[src/rtl/fifo_pkg.sv]
// Shared helpers for the dual-clock FIFO pointer logic.
// Gray conversions operate on zero-extended values up to GRAY_MAX_W bits, so any narrower width is exact.
package fifo_pkg;

    localparam int unsigned GRAY_MAX_W = 17;

    function automatic logic [GRAY_MAX_W-1:0] bin2gray(input logic [GRAY_MAX_W-1:0] b);
        return b ^ (b >> 1);
    endfunction

    function automatic logic [GRAY_MAX_W-1:0] gray2bin(input logic [GRAY_MAX_W-1:0] g);
        logic [GRAY_MAX_W-1:0] b;
        b[GRAY_MAX_W-1] = g[GRAY_MAX_W-1];
        for (int i = GRAY_MAX_W - 2; i >= 0; i--) begin
            b[i] = b[i+1] ^ g[i];
        end
        return b;
    endfunction

    function automatic int unsigned depth_of(input int unsigned width);
        return 32'd1 << width;
    endfunction

endpackage

[src/rtl/sync_nff.sv]
// Multi-flop synchronizer for a Gray-coded bus crossing into the local clock domain.
module sync_nff #(
    parameter int unsigned width  = 1,
    parameter int unsigned stages = 2
) (
    input  logic             clk,
    input  logic             rst,
    input  logic [width-1:0] i_d,
    output logic [width-1:0] o_q
);

    logic [stages-1:0][width-1:0] r_sync;

    always_ff @(posedge clk or posedge rst) begin
        if (rst) begin
            r_sync <= '0;
        end else begin
            r_sync[0] <= i_d;
            for (int s = 1; s < stages; s++) begin
                r_sync[s] <= r_sync[s-1];
            end
        end
    end

    assign o_q = r_sync[stages-1];

endmodule

[src/rtl/wr_ptr_full_unit.sv]
// Write-side pointer, Gray export, full/almost-full/level flags and sticky overflow.
// All flags are computed from the next counter value so they land on the same edge as the write.
module wr_ptr_full_unit
    import fifo_pkg::*;
#(
    parameter int unsigned stk_ptr_width      = 3,
    parameter int unsigned almost_full_thresh = 1,
    parameter int unsigned sync_stages        = 2
) (
    input  logic                     clk_write,
    input  logic                     rst,
    input  logic                     write_to_stk,
    input  logic [stk_ptr_width:0]   rd_ptr_gray,
    input  logic                     ovf_clr,
    output logic [stk_ptr_width:0]   wr_cntr,
    output logic [stk_ptr_width-1:0] write_ptr,
    output logic [stk_ptr_width:0]   wr_ptr_gray,
    output logic                     wr_en,
    output logic                     stk_full,
    output logic                     stk_almost_full,
    output logic [stk_ptr_width:0]   wr_level,
    output logic                     overflow
);

    localparam int unsigned CW    = stk_ptr_width + 1;
    localparam int unsigned DEPTH = depth_of(stk_ptr_width);

    logic [CW-1:0] r_wr_cntr;
    logic [CW-1:0] r_wr_gray;
    logic          r_full;
    logic          r_almost_full;
    logic [CW-1:0] r_wr_level;
    logic          r_overflow;

    logic [CW-1:0] w_rd_gray_s;
    logic [CW-1:0] w_rd_bin_s;
    logic [CW-1:0] w_wr_cntr_next;
    logic [CW-1:0] w_wr_gray_next;
    logic [CW-1:0] w_full_pattern;
    logic [CW-1:0] w_wr_level_next;
    logic          w_full_next;
    logic          w_almost_full_next;
    logic          w_overflow_next;

    sync_nff #(
        .width  (CW),
        .stages (sync_stages)
    ) u_rd_sync (
        .clk (clk_write),
        .rst (rst),
        .i_d (rd_ptr_gray),
        .o_q (w_rd_gray_s)
    );

    assign w_rd_bin_s = CW'(gray2bin(GRAY_MAX_W'(w_rd_gray_s)));

    assign wr_en          = write_to_stk & ~r_full;
    assign w_wr_cntr_next = r_wr_cntr + CW'(wr_en);
    assign w_wr_gray_next = CW'(bin2gray(GRAY_MAX_W'(w_wr_cntr_next)));

    // Full when the write pointer is exactly one lap ahead of the read pointer.
    assign w_full_pattern     = {~w_rd_gray_s[CW-1:CW-2], w_rd_gray_s[CW-3:0]};
    assign w_full_next        = (w_wr_gray_next == w_full_pattern);
    assign w_wr_level_next    = w_wr_cntr_next - w_rd_bin_s;
    assign w_almost_full_next = (32'(DEPTH) - 32'(w_wr_level_next)) <= 32'(almost_full_thresh);
    assign w_overflow_next    = (write_to_stk & r_full) | (r_overflow & ~ovf_clr);

    always_ff @(posedge clk_write or posedge rst) begin
        if (rst) begin
            r_wr_cntr     <= '0;
            r_wr_gray     <= '0;
            r_full        <= 1'b0;
            r_almost_full <= 1'b0;
            r_wr_level    <= '0;
            r_overflow    <= 1'b0;
        end else begin
            r_wr_cntr     <= w_wr_cntr_next;
            r_wr_gray     <= w_wr_gray_next;
            r_full        <= w_full_next;
            r_almost_full <= w_almost_full_next;
            r_wr_level    <= w_wr_level_next;
            r_overflow    <= w_overflow_next;
        end
    end

    assign wr_cntr         = r_wr_cntr;
    assign write_ptr       = r_wr_cntr[stk_ptr_width-1:0];
    assign wr_ptr_gray     = r_wr_gray;
    assign stk_full        = r_full;
    assign stk_almost_full = r_almost_full;
    assign wr_level        = r_wr_level;
    assign overflow        = r_overflow;

endmodule

[config.mk]
export PLATFORM = sky130hd
export DESIGN_NAME = wr_ptr_full_unit
export DESIGN_NICKNAME = d
export VERILOG_FILES = /design/src/rtl/fifo_pkg.sv /design/src/rtl/sync_nff.sv /design/src/rtl/wr_ptr_full_unit.sv
export SDC_FILE = /design/constraint.sdc
export NUM_CORES = 1
export LEC_CHECK = 0
export BUFFER_PORTS_ARGS = -buffer_cell sky130_fd_sc_hd__buf_2
export CAP_MARGIN = 40
export CORE_MARGIN = 3
export CORE_UTILIZATION = 45
export CTS_BUF_LIST = sky130_fd_sc_hd__clkbuf_4 sky130_fd_sc_hd__clkbuf_8 sky130_fd_sc_hd__clkbuf_16
export DETAILED_ROUTE_END_ITERATION = 12
export PLACE_DENSITY = 0.73
export SYNTH_ARGS = -nofsm -noshare
export SYNTH_HDL_FRONTEND = slang
export SYNTH_HIERARCHICAL = 1
export SYNTH_SLANG_ARGS = --single-unit
[constraint.sdc]
create_clock -name clk_write -period 2.27 [get_ports clk_write]
set_input_delay 0.227 -clock clk_write [delete_from_list [all_inputs] [get_ports clk_write]]
set_output_delay 0.227 -clock clk_write [all_outputs]
set_load 0.1 [all_outputs]
==> results.txt <==
Die Span Y -> 53.37 um
largest cells by area after synthesis -> dfrtp_1 55%, buf_4 5.9%, xnor2_1 5.2%
register area share after synthesis -> 54.52%
number of CTS-inserted buffers -> 3
initial antenna violation count -> 0
DR WL met2 -> 851 um
fin crit period -> 2.140 ns
Yosys top cell area share -> 54.52%
layout cells sized above 1 -> 43.12%
first-pass GRT wire length -> 2.780 mm
Max clock buf depth -> 2
hold path cells -> 1
GR Overflow Total -> 0
HP Class -> input pin to register
largest area contributor in the netlist -> dfrtp_1
via count -> 626
Area Growth Syn to Fin -> 26.52%
WP data required -> 2.48 ns
pin count of the biggest net entering global routing -> 15
Worst Tran Pin Value -> 0.5601 ns
synthesized area -> 1010 sq um
Max Cap Viol -> 0
Post-Route Setup TNS -> 0 ns
critical path type -> register to register
I/O Buffers -> 26
die area -> 2848 sq um
Clk pin slew, worst setup/hold paths -> 0.12 ns
Final Hold Viols -> 0
Initial Utilization -> 49.45%
IO Pins -> 27
Crit Path Max Fanout -> 4
post-route cell area -> 1277 sq um
status -> completed
number of fill cells -> 173
DR DRC count -> 0
WL/cell -> 12.14 um
count of cell types in the netlist -> 22
Slew headroom -> 62.62%
DP Area -> 1181 sq um
Min Hold Slack -> 0.01498 ns
H-Tree Depth -> 1
n_diodes -> 0
CTS root buf -> clkbuf_4
Synth Area per Inst -> 12.62 sq um
placed cell count -> 127
DR top layer -> met4
Die Wd -> 53.37 um
Final ANT Viol Nets -> 0
Seq cells post-synth -> 22
met1 wire length -> 668 um
Clock Sink Count -> 22
WL met3 -> 91 um
Setup Viol. Count Final -> 0
number of global-route vias before repair -> 634
initial DRC count -> 2
Final Max Tran Viols -> 0
worst r2r path cells -> 9
CTS tree -> yes
Final period util -> 94.26%
GP Congestion -> 0.7421
Layout Cells excl Fill -> 136
via/cell ratio -> 4.603
arrival time worst endpoint -> 2.35 ns
final WL -> 1.651 mm
Detail Placement HPWL -> 1.223 mm
core area -> 2042 sq um
GRT Overall Usage -> 14.18%
gate count after technology mapping -> 80
CP Launch Type -> register
Setup Skew -> 0.001367 ns
nature of the critical path endpoint -> register
syn nets -> 93
num rows -> 16
max frequency -> 0.4674 GHz
Nets -> 123
Syn. warnings -> 6
drt pass-1 iters -> 4
clk_lat worst skew -> 0.31 ns
-- synth_stat cells, drive strengths merged --
cell type,n
and2,2
a21oi,1
nor2b,1
xnor3,2
inv,12
a211oi,1
nand4b,1
fa,1
nand3,2
nand2,2
mux2i,1
a211o,1
xnor2,6
xor2,7
buf,8
nand4,1
o21ai,3
or3,1
dfrtp,22
ha,4
or2,1
-- critical path, cell delays in order, from the launching register on --
cell and delay, ns:
dfrtp_1 0.47, xnor2_2 0.24, xor2_2 0.20, xnor2_1 0.09, ha_1 0.21, fa_1 0.38, xor2_1 0.22, inv_1 0.08
nand3_1 0.09, mux2i_1 0.07
-- layout make-up --
cell class / count / area [sq um] / share of cell area [%]
flip-flops and latches: 22 / 554.3 / 43.39
multi-input cells: 38 / 417.9 / 32.71
repair buffers: 33 / 190.2 / 14.89
inverters: 12 / 45.04 / 3.526
clock buffers: 4 / 36.28 / 2.840
well taps: 27 / 33.78 / 2.644
-- cells in the final DEF, fill, tap and decap left out, types with 2 or more instances in the layout --
master	Yosys	layout
xnor2_1	6	5
inv_1	12	11
clkbuf_4	0	3
xnor3_1	2	2
buf_4	8	4
dlygate4sd3_1	0	3
dfrtp_1	22	21
nand3_1	2	2
o21ai_0	3	2
nand2_1	2	2
buf_2	0	26
ha_4	0	2
ha_1	4	2
xor2_1	6	5
-- registers in the layout (all words and copies together), names as in the netlist --
name / flops
overflow: 1
stk_almost_full: 1
stk_full: 1
u_rd_sync/o_q: 4
u_rd_sync/r_sync: 4
wr_cntr: 4
wr_level: 4
wr_ptr_gray: 3
-- cells by family (layout without fill, tap and decap cells) --
group                    count (synthesis)  after routing  synth area share, %
AND/OR/NAND/NOR                         11             11                6.569
adder cells (fa/ha/maj)                  5              5                6.940
AO/OA/AOI/OAI                            6              6                4.088
multiplexers                             1              1               0.9914
XOR/XNOR                                15             15                16.48
buffers and inverters                   20             49                10.41
flip-flops                              22             22                54.52
-- final timing paths --
kind | from | to | slack, ns
worst max-delay path | u_rd_sync/o_q[3]$_DFF_PP0_ | stk_almost_full$_DFF_PP0_ | 0.13
worst max register to register | u_rd_sync/o_q[3]$_DFF_PP0_ | stk_almost_full$_DFF_PP0_ | 0.13
worst min-delay path | rd_ptr_gray[0] | u_rd_sync/r_sync[0]$_DFF_PP0_ | 0.01
min in group asynchronous | rst | u_rd_sync/o_q[2]$_DFF_PP0_ | 0.37
max in group asynchronous | rst | stk_full$_DFF_PP0_ | 1.36
worst min register to register | u_rd_sync/r_sync[1]$_DFF_PP0_ | u_rd_sync/o_q[1]$_DFF_PP0_ | 0.36
-- stage by stage --
stage,setup slack [ns],utilization [%]
final,0.1303,62.56
after global routing,-0.003300,62.56
after CTS,0.03878,60.48
after detailed placement,0.04026,57.84
after global placement,0.1587,57.84
after floorplan,-0.4863,-
-- layer usage --
metal  vias up  track usage (%)
li1        301                -
met1       299            15.65
met2        21            24.69
met3         5            3.380
met4         0            7.660
met5         -                0
-- repair_timing --
item | in CTS | in global routing
pin swaps | 1 | 1
buffers inserted | 1 | 1
endpoints found under the hold margin | 22 | 2
setup endpoints to repair | 1 | 1
gates resized for setup | 0 | 2
hold buffers | 1 | 2
Power is not shown: default switching activity piles up to over one toggle a cycle in this logic, so the estimate is an artifact.
